**src/rtl/ps2_host_rx.sv**
```systemverilog
// Host-side PS/2 receiver: synchronises and filters ps2_clk, then deserialises
// 11-bit frames (start, 8 data LSB-first, odd parity, stop) into bytes.
// Bad frames and stalled frames are dropped, and each drop raises a one-cycle
// error pulse.
// Optional feature macro PS2_RX_FIFO_EN: when it is defined, the output queue
// is a 2^FIFO_BITS-entry first-word-fall-through FIFO. When it is undefined,
// the queue is a single holding register.
module ps2_host_rx #(
   parameter int unsigned FILTER    = 4,
   parameter int unsigned TIMEOUT   = 50000,
   parameter int unsigned FIFO_BITS = 3
) (
   input  logic       clk_sys,
   input  logic       reset_n,
   input  logic       ps2_clk,
   input  logic       ps2_data,
   output logic [7:0] rx_data,
   output logic       rx_valid,
   input  logic       rx_ack,
   output logic       err_parity,
   output logic       err_frame,
   output logic       err_timeout,
   output logic       err_overrun,
   output logic       busy
);

   localparam int unsigned TW        = $clog2(TIMEOUT + 1);
   localparam logic [3:0]  FILT_LAST = 4'(FILTER - 1);
   localparam logic [TW-1:0] TMO_LAST = TW'(TIMEOUT - 1);

   typedef enum logic [1:0] {S_IDLE, S_DATA, S_PARITY, S_STOP} state_t;

   logic          clk_meta_q, clk_sync_q, dat_meta_q, dat_sync_q;
   logic          filt_q, filt_d;
   logic [3:0]    filt_cnt_q, filt_cnt_d;
   logic          fe_q, fe_d;
   state_t        state_q, state_d;
   logic [2:0]    bit_cnt_q, bit_cnt_d;
   logic [7:0]    shift_q, shift_d;
   logic          par_ok_q, par_ok_d;
   logic [TW-1:0] idle_cnt_q, idle_cnt_d;
   logic          push, perr, ferr, terr, ovr;
   logic          err_parity_q, err_frame_q, err_timeout_q, err_overrun_q;

   // Two-flop synchronisers; both lines idle high
   always_ff @(posedge clk_sys or negedge reset_n) begin
      if (!reset_n) begin
         clk_meta_q <= 1'b1;
         clk_sync_q <= 1'b1;
         dat_meta_q <= 1'b1;
         dat_sync_q <= 1'b1;
      end else begin
         clk_meta_q <= ps2_clk;
         clk_sync_q <= clk_meta_q;
         dat_meta_q <= ps2_data;
         dat_sync_q <= dat_meta_q;
      end
   end

   // Glitch filter: flip only on the FILTER-th consecutive differing sample
   always_comb begin
      filt_d     = filt_q;
      filt_cnt_d = 4'd0;
      if (clk_sync_q != filt_q) begin
         if (filt_cnt_q == FILT_LAST) filt_d = ~filt_q;
         else                         filt_cnt_d = filt_cnt_q + 4'd1;
      end
      fe_d = filt_q & ~filt_d;
   end

   // Filter state and registered falling-edge strobe
   always_ff @(posedge clk_sys or negedge reset_n) begin
      if (!reset_n) begin
         filt_q     <= 1'b1;
         filt_cnt_q <= 4'd0;
         fe_q       <= 1'b0;
      end else begin
         filt_q     <= filt_d;
         filt_cnt_q <= filt_cnt_d;
         fe_q       <= fe_d;
      end
   end

   // Frame FSM next state; the timeout wins over an fe in the same cycle
   always_comb begin
      state_d   = state_q;
      bit_cnt_d = bit_cnt_q;
      shift_d   = shift_q;
      par_ok_d  = par_ok_q;
      push      = 1'b0;
      perr      = 1'b0;
      ferr      = 1'b0;
      terr      = 1'b0;
      if (state_q != S_IDLE && idle_cnt_q == TMO_LAST) begin
         terr      = 1'b1;
         state_d   = S_IDLE;
         bit_cnt_d = 3'd0;
         shift_d   = 8'h00;
      end else if (fe_q) begin
         unique case (state_q)
            S_IDLE: begin
               if (!dat_sync_q) begin
                  state_d   = S_DATA;
                  bit_cnt_d = 3'd0;
               end
            end
            S_DATA: begin
               shift_d   = {dat_sync_q, shift_q[7:1]};
               bit_cnt_d = bit_cnt_q + 3'd1;
               if (bit_cnt_q == 3'd7) state_d = S_PARITY;
            end
            S_PARITY: begin
               par_ok_d = (^shift_q) ^ dat_sync_q;
               state_d  = S_STOP;
            end
            S_STOP: begin
               if (!dat_sync_q)  ferr = 1'b1;
               else if (par_ok_q) push = 1'b1;
               else               perr = 1'b1;
               state_d = S_IDLE;
            end
            default: state_d = S_IDLE;
         endcase
      end
      if (terr || fe_q || state_q == S_IDLE) idle_cnt_d = '0;
      else                                   idle_cnt_d = idle_cnt_q + 1'b1;
   end

   // Frame FSM registers and frame-error pulse registers
   always_ff @(posedge clk_sys or negedge reset_n) begin
      if (!reset_n) begin
         state_q       <= S_IDLE;
         bit_cnt_q     <= 3'd0;
         shift_q       <= 8'h00;
         par_ok_q      <= 1'b0;
         idle_cnt_q    <= '0;
         err_parity_q  <= 1'b0;
         err_frame_q   <= 1'b0;
         err_timeout_q <= 1'b0;
      end else begin
         state_q       <= state_d;
         bit_cnt_q     <= bit_cnt_d;
         shift_q       <= shift_d;
         par_ok_q      <= par_ok_d;
         idle_cnt_q    <= idle_cnt_d;
         err_parity_q  <= perr;
         err_frame_q   <= ferr;
         err_timeout_q <= terr;
      end
   end

`ifdef PS2_RX_FIFO_EN
   localparam int unsigned DEPTH = 1 << FIFO_BITS;

   logic [7:0]           mem_q [DEPTH];
   logic [FIFO_BITS-1:0] wr_ptr_q, rd_ptr_q;
   logic [FIFO_BITS:0]   count_q, count_d;
   logic                 pop, full, wr_en;

   // A pop frees a slot in the same cycle, so a push on a full FIFO still fits
   always_comb begin
      pop     = rx_ack && (count_q != '0);
      full    = (count_q == (FIFO_BITS + 1)'(DEPTH));
      wr_en   = push && (!full || pop);
      ovr     = push && full && !pop;
      count_d = count_q;
      if (wr_en && !pop)      count_d = count_q + 1'b1;
      else if (!wr_en && pop) count_d = count_q - 1'b1;
   end

   // Storage array; no reset so it can map onto RAM
   always_ff @(posedge clk_sys) begin
      if (wr_en) mem_q[wr_ptr_q] <= shift_q;
   end

   // Pointers wrap naturally at the FIFO depth
   always_ff @(posedge clk_sys or negedge reset_n) begin
      if (!reset_n) begin
         wr_ptr_q      <= '0;
         rd_ptr_q      <= '0;
         count_q       <= '0;
         err_overrun_q <= 1'b0;
      end else begin
         if (wr_en) wr_ptr_q <= wr_ptr_q + 1'b1;
         if (pop)   rd_ptr_q <= rd_ptr_q + 1'b1;
         count_q       <= count_d;
         err_overrun_q <= ovr;
      end
   end

   assign rx_valid = (count_q != '0);
   assign rx_data  = rx_valid ? mem_q[rd_ptr_q] : 8'h00;
`else
   logic [7:0] hold_data_q;
   logic       hold_valid_q;

   // FIFO_BITS only sizes the optional FIFO
   if (FIFO_BITS == 0) begin : g_no_fifo
   end

   // A same-cycle ack frees the register, so the new byte replaces the old one
   always_comb begin
      ovr = push && hold_valid_q && !rx_ack;
   end

   // Single holding register
   always_ff @(posedge clk_sys or negedge reset_n) begin
      if (!reset_n) begin
         hold_data_q   <= 8'h00;
         hold_valid_q  <= 1'b0;
         err_overrun_q <= 1'b0;
      end else begin
         if (push && (!hold_valid_q || rx_ack)) begin
            hold_data_q  <= shift_q;
            hold_valid_q <= 1'b1;
         end else if (rx_ack && hold_valid_q) begin
            hold_valid_q <= 1'b0;
         end
         err_overrun_q <= ovr;
      end
   end

   assign rx_valid = hold_valid_q;
   assign rx_data  = hold_data_q;
`endif

   assign err_parity  = err_parity_q;
   assign err_frame   = err_frame_q;
   assign err_timeout = err_timeout_q;
   assign err_overrun = err_overrun_q;
   assign busy        = (state_q != S_IDLE);

endmodule

```
**config.mk**
```make
export PLATFORM = sky130hd
export DESIGN_NAME = ps2_host_rx
export DESIGN_NICKNAME = d
export VERILOG_FILES = /design/src/rtl/ps2_host_rx.sv
export SDC_FILE = /design/constraint.sdc
export NUM_CORES = 1
export LEC_CHECK = 0
export BUFFER_PORTS_ARGS = -buffer_cell sky130_fd_sc_hd__buf_2
export CORE_MARGIN = 2
export CORE_UTILIZATION = 30
export CTS_CLUSTER_DIAMETER = 50
export CTS_CLUSTER_SIZE = 12
export DETAILED_ROUTE_END_ITERATION = 6
export GPL_TIMING_DRIVEN = 1
export SYNTH_ARGS = -nofsm -noshare
export SYNTH_HDL_FRONTEND = slang
export SYNTH_SLANG_ARGS = --single-unit
```
**constraint.sdc**
```tcl
create_clock -name clk_sys -period 1.8 [get_ports clk_sys]
set_input_delay 0.09 -clock clk_sys [delete_from_list [all_inputs] [get_ports clk_sys]]
set_output_delay 0.09 -clock clk_sys [all_outputs]
set_load 0.01 [all_outputs]
```
# Word level (Yosys, flattened, before mapping)
# Cells that the tools add are included.
dict set report totals {
  ff_bits 53
  inputBits 5
  output_inout_bits 14
  elab_cells 90
}
dict set report op_classes {
  add_sub_neg 3
  n_eq_ne 9
  muxes 34
  n_bitwise 5
  reduce_logical 21
}
# op n
set ops {}
lappend ops {{$mux W8} 3}
lappend ops {{$mux W1} 19}
lappend ops {{$add A16 B1 Y16 const B} 1}
lappend ops {{$eq A16 B16 Y1 const B} 1}
lappend ops {{$mux W16} 1}
lappend ops {{$mux W3} 3}
lappend ops {{$reduce_and A3 Y1} 3}
lappend ops {{$mux W2} 4}
lappend ops {{$mux W4} 2}
lappend ops {{$pmux W2 S4} 1}
lappend ops {{$reduce_bool A2 Y1} 4}
lappend ops {{$reduce_xor A8 Y1} 1}
lappend ops {{$ne A3 B3 Y1 const B} 2}
lappend ops {{$pmux W3 S2} 1}
lappend ops {{$logic_and A1 B1 Y1} 5}
lappend ops {{$add A4 B1 Y4 const B} 1}
lappend ops {{$eq A2 B2 Y1 const B} 2}
lappend ops {{$eq A4 B2 Y1 const B} 1}
lappend ops {{$add A3 B1 Y3 const B} 1}
lappend ops {{$eq A3 B3 Y1 const B} 1}
lappend ops {{$logic_or A1 B1 Y1} 3}
lappend ops {{$not A1 Y1} 3}
lappend ops {{$reduce_bool A3 Y1} 1}
lappend ops {{$eq A2 B1 Y1 const B} 1}
lappend ops {{6 further kinds} 7}

# Logic depth before layout (Yosys ltp)
# Gate-level depths: netlist (run 1).
dict set report logic_depth {
  word_depth 7
  ltp_mapped 9
  depth_no_buf 6
}

# Least setup slack after synthesis (run 1)
# Ideal clock, no wire load.
dict set report synth_path {
  path_type {register -> register}
  from {reg state_q[0]}
  to {reg hold_data_q[0], in the netlist rx_data[0]}
  setup_ns 0.125
  t_arrival_ns 1.893
  slack_ns -0.217
  stages_incl_launch_ff 8
  path_buffers 1
  synth_period_minus_slack_ns 2.017
  cell_sequence {dfrtp_1 -> inv_1 -> ha_1 -> nor4b_1 -> and3_1 -> buf_6 -> nor4b_4 -> mux2_2}
}
dict set report synth_between {
  elab_chain_cells 5
}
# item line
set synth_lines {}
lappend synth_lines {{start, declared} 37} ;# state_t state_q, state_d;
lappend synth_lines {{start signal, assigned} 141} ;# state_q <= state_d;
lappend synth_lines {{$eq A2 B2 Y1} 100} ;# unique case (state_q)
lappend synth_lines {{$mux W1} 100}
lappend synth_lines {{$mux W1} 99} ;# end else if (fe_q) begin
lappend synth_lines {{$mux W1 (*)} 94} ;# if (state_q != S_IDLE && idle_cnt_q == TMO_LAST) begin
lappend synth_lines {{$logic_and A1 B1 Y1 (*)} 213} ;# if (push && (!hold_valid_q || rx_ack)) begin
lappend synth_lines {{end signal, assigned} 214} ;# hold_data_q <= shift_q;
lappend synth_lines {{end, declared} 194} ;# logic [7:0] hold_data_q;
# Every way passes the cells marked *; elsewhere a longest branch is shown, timed or not.
# A chain may end at the register's enable or synchronous reset.

# Worst setup path in the final report (run 1)
dict set report layout_path {
  from {reg idle_cnt_q[1]}
  to {reg hold_data_q[0], in the netlist rx_data[0]}
}
dict set report layout_between {
  elab_chain_cells 4
}
# item line
set layout_lines {}
lappend layout_lines {{start, declared} 41} ;# logic [TW-1:0] idle_cnt_q, idle_cnt_d;
lappend layout_lines {{start signal, assigned} 145} ;# idle_cnt_q <= idle_cnt_d;
lappend layout_lines {{$eq A16 B16 Y1} 94}
lappend layout_lines {{$logic_and A1 B1 Y1} 94}
lappend layout_lines {{$mux W1} 94}
lappend layout_lines {{$logic_and A1 B1 Y1} 213}
# Every way passes these cells.

==> out/metrics.yaml, run 1 <==
outcome: "finished clean"
setup_viol: 0
insertion_delay_ns: 0.30
place_inst: 350
htree_levels: 2
max_freq_ghz: 0.572
critPathTopFamily: "simple AND/OR/NAND/NOR gates"
multi_input_area_mm2: 0.00103
grt_max_degree: 54
synthesis.nets: 227
max_slew_margin_pct: 65.8
area_growth_syn_to_layout_pct: 23.2
initial_core_util_pct: 30.8
cts.sinks: 53
grt_pass1_wl_um: 7350
die_y_um: 92.6
port_buffers: 18
dpl.hpwl_um: 2960
nets: 271
antenna_found_initial: 0
drtIter0Drc: 45
dieArea_mm2: 0.00857
setup_slack_ns: 0.0513
wire_per_inst_um: 12.1
finalPower_mw: 2.52
seq_area_mm2: 0.00133
ys_ff_latch: 53
critPathLaunchType: "flop"
swShare_pct: 29.2
dr.pass1.iters: 4
maxCapViolCount: 0
r2r-end: "rx_data[0]$_DFFE_PN0P_"
finalCritPeriodShare_pct: 97.2
drt-total-wl_um: 4380
ys_seq_area_share_pct: 56.6
worst_pin_slew_ns: 0.509
gp_congestion: 0.750
worstHoldPathCells: 3
num-fill-cells: 784
min_to: "err_overrun$_DFF_PN0_"
cp.required_ns: 1.99
syn_area_mm2: 0.00235
yosys.area.top_type_share_pct: 51.1
rsz0062_at_grt: "yes"
cts_root_buf: "clkbuf_8"
num_rows: 32
p_sw_uw: 737
endpoint_kind: "flop"
clockBufferDepth: 2
yosysTopAreaCell: "dfrtp_1"
cts_tree: "built"
crit_buf_inv: 1
rr_worst_depth: 7
synth_area_leaders: "dfrtp_1 (51%), dfstp_2 (5.6%), xnor2_1 (5.6%), mux2_2 (4.3%), ha_1 (4.3%)"
setup.worst_path.class: "reg -> reg"
fin_cells: 361
maxSlewViolCount: 0
worstHoldStart: "rx_ack"
pwr_density_cell_mw_per_mm2: 871
ir_drop_uv: 295
min_period_ns: 1.75
via_count: 1634
pwr-share-comb_pct: 21.8
design_area_mm2: 0.00290
path_clk_slew_ns: 0.09
synth_cell_types: 34
cpMaxStageDelayCell: "dfrtp_1"
core_mm2: 0.00765
viasPerCell: 4.53
diodes: 0
grt_pass1_vias: 1624
power_frac_seq_pct: 53.0
critPathMaxFanout: 8
power_frac_clock_pct: 25.2
finalClockSkew_ns: 0.0115
hold_ws_ns: 0.103
ff2ff_setup_slack_ns: 0.05
ios: 19
worstPathCellList: "ha_4, nand3_2, nor4b_2, and3_4, nor4b_4, buf_6, mux2_2"
synth_cells: 214
drive_gt1_share_pct: 27.4
p_int_mw: 1.79
die_w_um: 92.6
cts_made_buffers: 5
grt.overflow.total: 0
hold_class: "in -> reg"
r2r_start: "idle_cnt_q[1]$_DFF_PN0_"
hold_violations: 0
grt_use_total_pct: 10.7
ys_warn_count: 0
syn_avg_cell_area_um2: 11.0
pre_cts_slack_ns: -0.0439
placed_area_mm2: 0.00275
cpPeakStageDelay_ns: 0.42
drc: 0
critPathArrivalTime_ns: 1.94
p_leak_nw: 1.33
ant_nets: 0
cell usage in the layout (no fill, tap or decap), types with 2 or more instances in the layout:
master / instances
nor2_1: 22
inv_1: 6
xnor2_1: 15
nor3_1: 3
buf_4: 18
dfstp_2: 5
xor2_1: 9
clkinv_2: 2
buf_2: 18
ha_1: 6
or3_4: 2
dfrtp_1: 48
nand3_1: 16
mux2_2: 6
and3_1: 4
nand2_1: 21
nor4_1: 3
a21oi_1: 12
mux2_4: 3
ha_4: 2
buf_6: 2
nand4_1: 2
nand2b_1: 2
o21ai_0: 4
dlygate4sd3_1: 3
nor3b_1: 2
clkbuf_8: 5
worst min-delay path, cell delays in order:
cell and delay [ns]:
buf_2 0.07, nand2b_1 0.13, nor3_1 0.07
per-layer routing:
layer / global-route usage, % / part of all wire (%) / vias to the layer above
met5: 0 / 0 / -
li1: - / - / 812
met4: 3.36 / 0.91 / 0
met1: 13.7 / 49 / 802
met3: 3.17 / 2.6 / 5
met2: 17.4 / 48 / 15
power groups by stage:
stage                     combinational [mW]  sequential [mW]  clock [mW]
after floorplan                        0.301             1.35           0
final                                  0.550             1.34       0.637
after global routing                   0.625             1.35       0.720
after CTS                              0.579             1.34       0.673
after global placement                 0.543             1.35           0
after detailed placement               0.557             1.35           0
Yosys cell counts:
| cell | count |
|---|---|
| a211oi_1 | 1 |
| a21boi_0 | 1 |
| a21oi_1 | 12 |
| and3_1 | 5 |
| and3b_1 | 1 |
| buf_2 | 1 |
| buf_6 | 1 |
| clkbuf_1 | 3 |
| clkbuf_2 | 1 |
| dfrtp_1 | 48 |
| dfstp_2 | 5 |
| ha_1 | 8 |
| inv_1 | 7 |
| mux2_2 | 9 |
| mux2i_1 | 1 |
| nand2_1 | 21 |
| nand2b_1 | 2 |
| nand3_1 | 17 |
| nand3b_1 | 1 |
| nand4_1 | 2 |
| nor2_1 | 23 |
| nor2b_1 | 1 |
| nor3_1 | 3 |
| nor3b_1 | 2 |
| nor4_1 | 3 |
| nor4b_1 | 1 |
| nor4b_4 | 1 |
| o21ai_0 | 4 |
| o31ai_1 | 1 |
| or2_2 | 1 |
| or3_1 | 2 |
| or4_1 | 1 |
| xnor2_1 | 15 |
| xor2_1 | 9 |
how the worst max path moves through the flow:
stage / start / to / slack [ns] / cells past startpoint
finish: idle_cnt_q[1]$_DFF_PN0_ / rx_data[0]$_DFFE_PN0P_ / 0.05 / 7
global route: idle_cnt_q[1]$_DFF_PN0_ / rx_data[6]$_DFFE_PN0P_ / -0.01 / 7
CTS: idle_cnt_q[1]$_DFF_PN0_ / idle_cnt_q[7]$_DFF_PN0_ / 0.01 / 8
detailed placement: idle_cnt_q[1]$_DFF_PN0_ / rx_data[4]$_DFFE_PN0P_ / -0.04 / 7
global placement: idle_cnt_q[0]$_DFF_PN0_ / rx_data[6]$_DFFE_PN0P_ / -0.007 / 7
floorplan: idle_cnt_q[0]$_DFF_PN0_ / rx_data[0]$_DFFE_PN0P_ / -0.17 / 7
flip-flops by register name, summed over array words and instances (netlist names):
name         flops
bit_cnt_q        3
clk_meta_q       1
clk_sync_q       1
dat_meta_q       1
dat_sync_q       1
err_frame        1
err_overrun      1
err_parity       1
err_timeout      1
fe_q             1
filt_cnt_q       4
filt_q           1
idle_cnt_q      16
par_ok_q         1
rx_data          8
rx_valid         1
shift_q          8
state_q          2
area by class of cell:
| class | count | share of cell area [%] |
|---|---|---|
| tap | 102 | 4.40 |
| clock buffer | 6 | 2.50 |
| clock inverter | 2 | 0.345 |
| multi-input combinational | 149 | 35.6 |
| timing repair buffer | 42 | 10.3 |
| inverter | 7 | 0.906 |
| sequential | 53 | 46.0 |
metrics by stage:
stage          TNS [ns]  util [%]
2_1_floorplan     -1.30         -
3_3_place_gp    -0.0417      36.0
3_5_place_dp     -0.237      36.0
4_1_cts               0      37.7
5_1_grt         -0.0186      37.9
6_report              0      37.9
cell families after synthesis:
logic type | Yosys count | share of synthesized area, %
xor+xnor | 24 | 8.94
flops | 53 | 56.6
fa+ha+maj | 8 | 4.26
buf+inv | 13 | 2.50
simple gates | 87 | 18.6
compound gates | 19 | 4.36
mux | 10 | 4.73
what timing repair did:
item | CTS | global route
gates cloned | 0 | 1
setup endpoints to repair | 15 | 27
buffers inserted | 0 | 0
hold endpoints to repair | 50 | 0
hold buffers | 3 | 0
pin swaps | 1 | 0
gates resized for setup | 3 | 9
Power figures use the tool's default switching activity.
==> run 2, diff against run 1 <==
--- a/config.mk
+++ b/config.mk
@@ -6,12 +6,14 @@
 export NUM_CORES = 1
 export LEC_CHECK = 0
 export BUFFER_PORTS_ARGS = -buffer_cell sky130_fd_sc_hd__buf_2
+export CAP_MARGIN = 5
 export CORE_MARGIN = 2
 export CORE_UTILIZATION = 30
 export CTS_CLUSTER_DIAMETER = 50
 export CTS_CLUSTER_SIZE = 12
 export DETAILED_ROUTE_END_ITERATION = 6
 export GPL_TIMING_DRIVEN = 1
+export REMOVE_ABC_BUFFERS = 1
 export SYNTH_ARGS = -nofsm -noshare
 export SYNTH_HDL_FRONTEND = slang
 export SYNTH_SLANG_ARGS = --single-unit
==> constraint.sdc (replaced) <==
create_clock -name clk_sys -period 1.8 [get_ports clk_sys]
set_input_delay 0.27 -clock clk_sys [delete_from_list [all_inputs] [get_ports clk_sys]]
set_output_delay 0.27 -clock clk_sys [all_outputs]
set_load 0.01 [all_outputs]
==> run 2 against run 1 <==
Via count is 2.1% higher; clock-buffer cell count is 1 lower; largest cell class unchanged; clock skew is 0.0017 ns lower; final cell count increased by 1.4%; setup slack got worse by 0.036 ns; hold slack worse by 0.058 ns.
==> out/metrics.yaml, run 2 (synthesis gave the netlist of run 1 again) <==
via_count: 1669
p_leak_nw: 1.35
gp_congestion: 0.768
nets: 276
setup_viol: 0
core_mm2: 0.00765
drive_gt1_share_pct: 31.4
r2r_start: "idle_cnt_q[1]$_DFF_PN0_"
hold_class: "in -> reg"
drt-total-wl_um: 4420
htree_levels: 2
diodes: 0
setup.worst_path.class: "reg -> reg"
max_freq_ghz: 0.560
critical_path.endpoint: "rx_data[5]$_DFFE_PN0P_"
crit_start: "idle_cnt_q[1]$_DFF_PN0_"
viasPerCell: 4.56
pwr_density_cell_mw_per_mm2: 872
antenna_found_initial: 0
cts_made_buffers: 5
die_y_um: 92.6
critPathLaunchType: "flop"
cp.required_ns: 2.01
worstHoldStart: "ps2_clk"
layout_commonest_cell: "dfrtp_1"
ios: 19
finalCritPeriodShare_pct: 99.2
hold_violations: 0
grt_pass1_vias: 1635
dieArea_mm2: 0.00857
r2r-end: "rx_data[5]$_DFFE_PN0P_"
drtIter0Drc: 57
initial_core_util_pct: 30.8
pwr-share-comb_pct: 22.4
finalPower_mw: 2.59
swShare_pct: 29.6
dpl.hpwl_um: 3050
drc: 0
maxSlewViolCount: 0
p_int_mw: 1.82
grt_use_total_pct: 11.2
critPathMaxFanout: 8
ir_drop_uv: 440
hold_ws_ns: 0.0445
rr_worst_depth: 7
ff2ff_setup_slack_ns: 0.02
fin_setup_tns_ns: 0
port_buffers: 18
largest_reg_flops: 16
max_slew_margin_pct: 63.9
finalClockSkew_ns: 0.00985
grt_max_degree: 24
num_rows: 32
num-fill-cells: 745
die_w_um: 92.6
ant_nets: 0
min_period_ns: 1.78
cts_root_buf: "clkbuf_8"
cts.sinks: 53
worst_pin_slew_ns: 0.542
dr.pass1.iters: 4
area_growth_syn_to_layout_pct: 26.3
power_frac_clock_pct: 26.3
grt.overflow.total: 0
maxCapViolCount: 0
path_clk_slew_ns: 0.10
largest-register: "idle_cnt_q"
final_cell_mix: "dfrtp_1 (48), buf_4 (23), nand2_1 (21), nor2_1 (20), buf_2 (18)"
cts_tree: "built"
clockBufferDepth: 2
endpoint_kind: "flop"
insertion_delay_ns: 0.31
wire_per_inst_um: 12.1
critPathArrivalTime_ns: 1.99
rsz0062_at_grt: "yes"
outcome: "finished clean"
p_sw_uw: 767
grt_pass1_wl_um: 7670
power_frac_seq_pct: 51.3
[run 2: worst min path at each step]
stage | slack, ns | endpoint | cells after the start
global route | 0.03 | clk_meta_q$_DFF_PN1_ | 1
floorplan | -0.03 | bit_cnt_q[0]$_DFFE_PN0P_ | 0
finish | 0.04 | clk_meta_q$_DFF_PN1_ | 1
detailed placement | 0.29 | idle_cnt_q[12]$_DFF_PN0_ | 1
CTS | 0.04 | clk_meta_q$_DFF_PN1_ | 1
global placement | 0.30 | idle_cnt_q[12]$_DFF_PN0_ | 1
[run 2: final cells by class]
cell class / count / area [µm²] / area share, %
inverters: 7 / 26.3 / 0.885
well taps: 102 / 128 / 4.30
multi-input cells: 148 / 1040 / 35.1
clock buffers: 5 / 68.8 / 2.32
repair buffers: 48 / 349 / 11.8
flip-flops and latches: 53 / 1330 / 44.9
clock inverters: 3 / 22.5 / 0.758
[run 2: power groups by stage]
stage          sequential, mW  combinational [mW]  clock [mW]
2_1_floorplan            1.35               0.253           0
3_3_place_gp             1.35               0.504           0
3_5_place_dp             1.35               0.509           0
4_1_cts                  1.33               0.536       0.704
5_1_grt                  1.34               0.647       0.747
6_report                 1.33               0.580       0.680
[run 2: metal layers]
metal  track usage (%)  share of wire [%]  vias up
li1                  -                  -      821
met1              15.6                 48      824
met2              17.6                 47       20
met3              2.77                3.2        4
met4              2.99                1.1        0
met5                 0                  0        -
[run 2: worst max-delay path, cell delays in order, from the launching register on]
cell and delay, ns:
dfrtp_1 0.40, ha_2 0.20, nand3_2 0.08, nor4b_2 0.05, and3_4 0.20, nor4b_4 0.26, buf_6 0.19, mux2_4 0.31
[run 2: what timing repair did]
action / in CTS / in global routing
pin swaps: 2 / 0
hold buffers: 1 / 0
gates cloned: 0 / 1
setup buffers: 2 / 0
resized for setup: 16 / 13
hold endpoints to repair: 16 / 0
setup endpoints to repair: 25 / 28
[run 2: stage by stage]
step	cells	utilization [%]	area [µm²]	worst slack, ns
floorplan	208	-	2320	-0.301
CTS	365	38.2	2920	-0.00542
global placement	354	35.9	2750	-0.0745
finish	366	38.8	2970	0.0151
global route	366	38.8	2970	-0.0765
detailed placement	354	35.9	2750	-0.106
==> run 3, diff against run 2 <==
--- a/config.mk
+++ b/config.mk
@@ -7,7 +7,7 @@
 export LEC_CHECK = 0
 export BUFFER_PORTS_ARGS = -buffer_cell sky130_fd_sc_hd__buf_2
 export CAP_MARGIN = 5
-export CORE_MARGIN = 2
+export CORE_MARGIN = 5
 export CORE_UTILIZATION = 30
 export CTS_CLUSTER_DIAMETER = 50
 export CTS_CLUSTER_SIZE = 12
==> run 3 against run 2 <==
Power is 0.96% higher; setup slack got worse by 0.0028 ns; via count is 3.8% lower; largest power group unchanged; highest routed layer unchanged.
==> out/metrics.yaml, run 3 (synthesis gave the netlist of run 1 again) <==
drt-met1-wl_um: 2120
design_area_mm2: 0.00292
grt_pass1_wl_um: 7770
ff2ff_setup_slack_ns: 0.01
rsz0062_at_grt: "yes"
final_cell_mix: "dfrtp_1 (48), buf_4 (23), nand2_1 (21), nor2_1 (20), buf_2 (18)"
setup_slack_ns: 0.0123
maxCapViolCount: 0
dr.pass1.iters: 4
drtIter0Drc: 77
hold_violations: 0
insertion_delay_ns: 0.31
placed_area_mm2: 0.00275
r2r-end: "rx_data[0]$_DFFE_PN0P_"
via_count: 1605
rr_worst_depth: 7
maxSlewViolCount: 0
wl_met3_um: 161
cts_setup_buffers: 0
crit_cells: 7
finalCritPeriodShare_pct: 99.3
outcome: "finished clean"
htree_levels: 2
gp_congestion: 0.719
clockBufferDepth: 2
cts_made_buffers: 5
r2r_start: "idle_cnt_q[1]$_DFF_PN0_"
seq_area_mm2: 0.00133
grt.overflow.total: 0
core_mm2: 0.00769
finalPower_mw: 2.61
endpoint_kind: "flop"
critPathArrivalTime_ns: 2.00
p_leak_nw: 1.35
port_buffers: 18
cpPeakStageDelay_ns: 0.41
drt-total-wl_um: 4360
diodes: 0
routed.top_layer: "met4"
worst_pin_slew_ns: 0.509
cpMaxStageDelayCell: "dfrtp_1"
wl_met2_um: 2020
area_growth_syn_to_layout_pct: 24.3
setup.worst_path.class: "reg -> reg"
cts_root_buf: "clkbuf_8"
crit_start: "idle_cnt_q[1]$_DFF_PN0_"
layout_commonest_cell: "dfrtp_1"
dieArea_mm2: 0.00971
cts_tree: "built"
worstPathCellList: "ha_2, nand3_2, nor4b_2, and3_4, nor4b_4, buf_6, mux2_2"
max_slew_margin_pct: 65.7
cts.sinks: 53
ant_nets: 0
hold_ws_ns: 0.0485
wire_per_inst_um: 11.9
path_clk_slew_ns: 0.11
largest-register: "idle_cnt_q"
ir_drop_uv: 359
critical_path.endpoint: "rx_data[0]$_DFFE_PN0P_"
grt_max_degree: 27
drc: 0
num-fill-cells: 777
ios: 19
min_period_ns: 1.79
critPathMaxFanout: 8
fin_setup_tns_ns: 0
nets: 275
die_y_um: 98.6
grt_use_total_pct: 9.57
critPathLaunchType: "flop"
cp.required_ns: 2.01
pre_cts_slack_ns: -0.0940
drive_gt1_share_pct: 30.0
critPathTopFamily: "simple AND/OR/NAND/NOR gates"
die_w_um: 98.6
max_freq_ghz: 0.559
hold_class: "in -> reg"
finalClockSkew_ns: 0.0103
grt_pass1_vias: 1659
initial_core_util_pct: 30.6
setup_viol: 0
pwr_density_cell_mw_per_mm2: 894
largest_reg_flops: 16
multi_input_area_mm2: 0.00100
viasPerCell: 4.40
crit_buf_inv: 1
dpl.hpwl_um: 3100
antenna_found_initial: 0
num_rows: 32
-- run 3: layout make-up --
type	count	area share, %
Multi-Input combinational cell	148	34.4
Clock inverter	3	0.899
Clock buffer	5	2.35
Sequential cell	53	45.6
Inverter	7	0.899
Timing Repair Buffer	47	11.6
Tap cell	102	4.36
-- run 3: report_power, final --
part           switching [mW]  leakage [nW]  internal [mW]
sequential             0.0510         0.719           1.28
combinational           0.312         0.584          0.276
clock                   0.415        0.0487          0.284
-- run 3: metrics by stage --
stage,util [%],cells
after CTS,37.4,364
after floorplan,-,208
after global routing,38.0,365
after detailed placement,35.8,355
after global placement,35.8,355
final,38.0,365
-- run 3: worst min path at each step --
stage / startpoint / end / slack (ns) / depth (start not counted)
floorplan: reset_n / bit_cnt_q[0]$_DFFE_PN0P_ / -0.03 / 0
global placement: reset_n / idle_cnt_q[5]$_DFF_PN0_ / 0.21 / 1
detailed placement: reset_n / idle_cnt_q[5]$_DFF_PN0_ / 0.21 / 1
CTS: ps2_data / dat_meta_q$_DFF_PN1_ / 0.04 / 1
global route: ps2_data / dat_meta_q$_DFF_PN1_ / 0.03 / 1
finish: ps2_data / dat_meta_q$_DFF_PN1_ / 0.05 / 1
-- run 3: metal layers --
layer | GRT usage [%] | vias up
met5 | 0 | -
met4 | 2.52 | 0
met3 | 3.11 | 7
met2 | 15.3 | 16
met1 | 12.6 | 766
li1 | - | 816
-- run 3: timing repair --
item                                   4_1_cts  5_1_grt
hold buffers                                 1        0
resized for setup                            6       12
endpoints found under the hold margin       13        0
setup endpoints to repair                   25       32
pin swaps                                    1        1
cloned                                       0        1
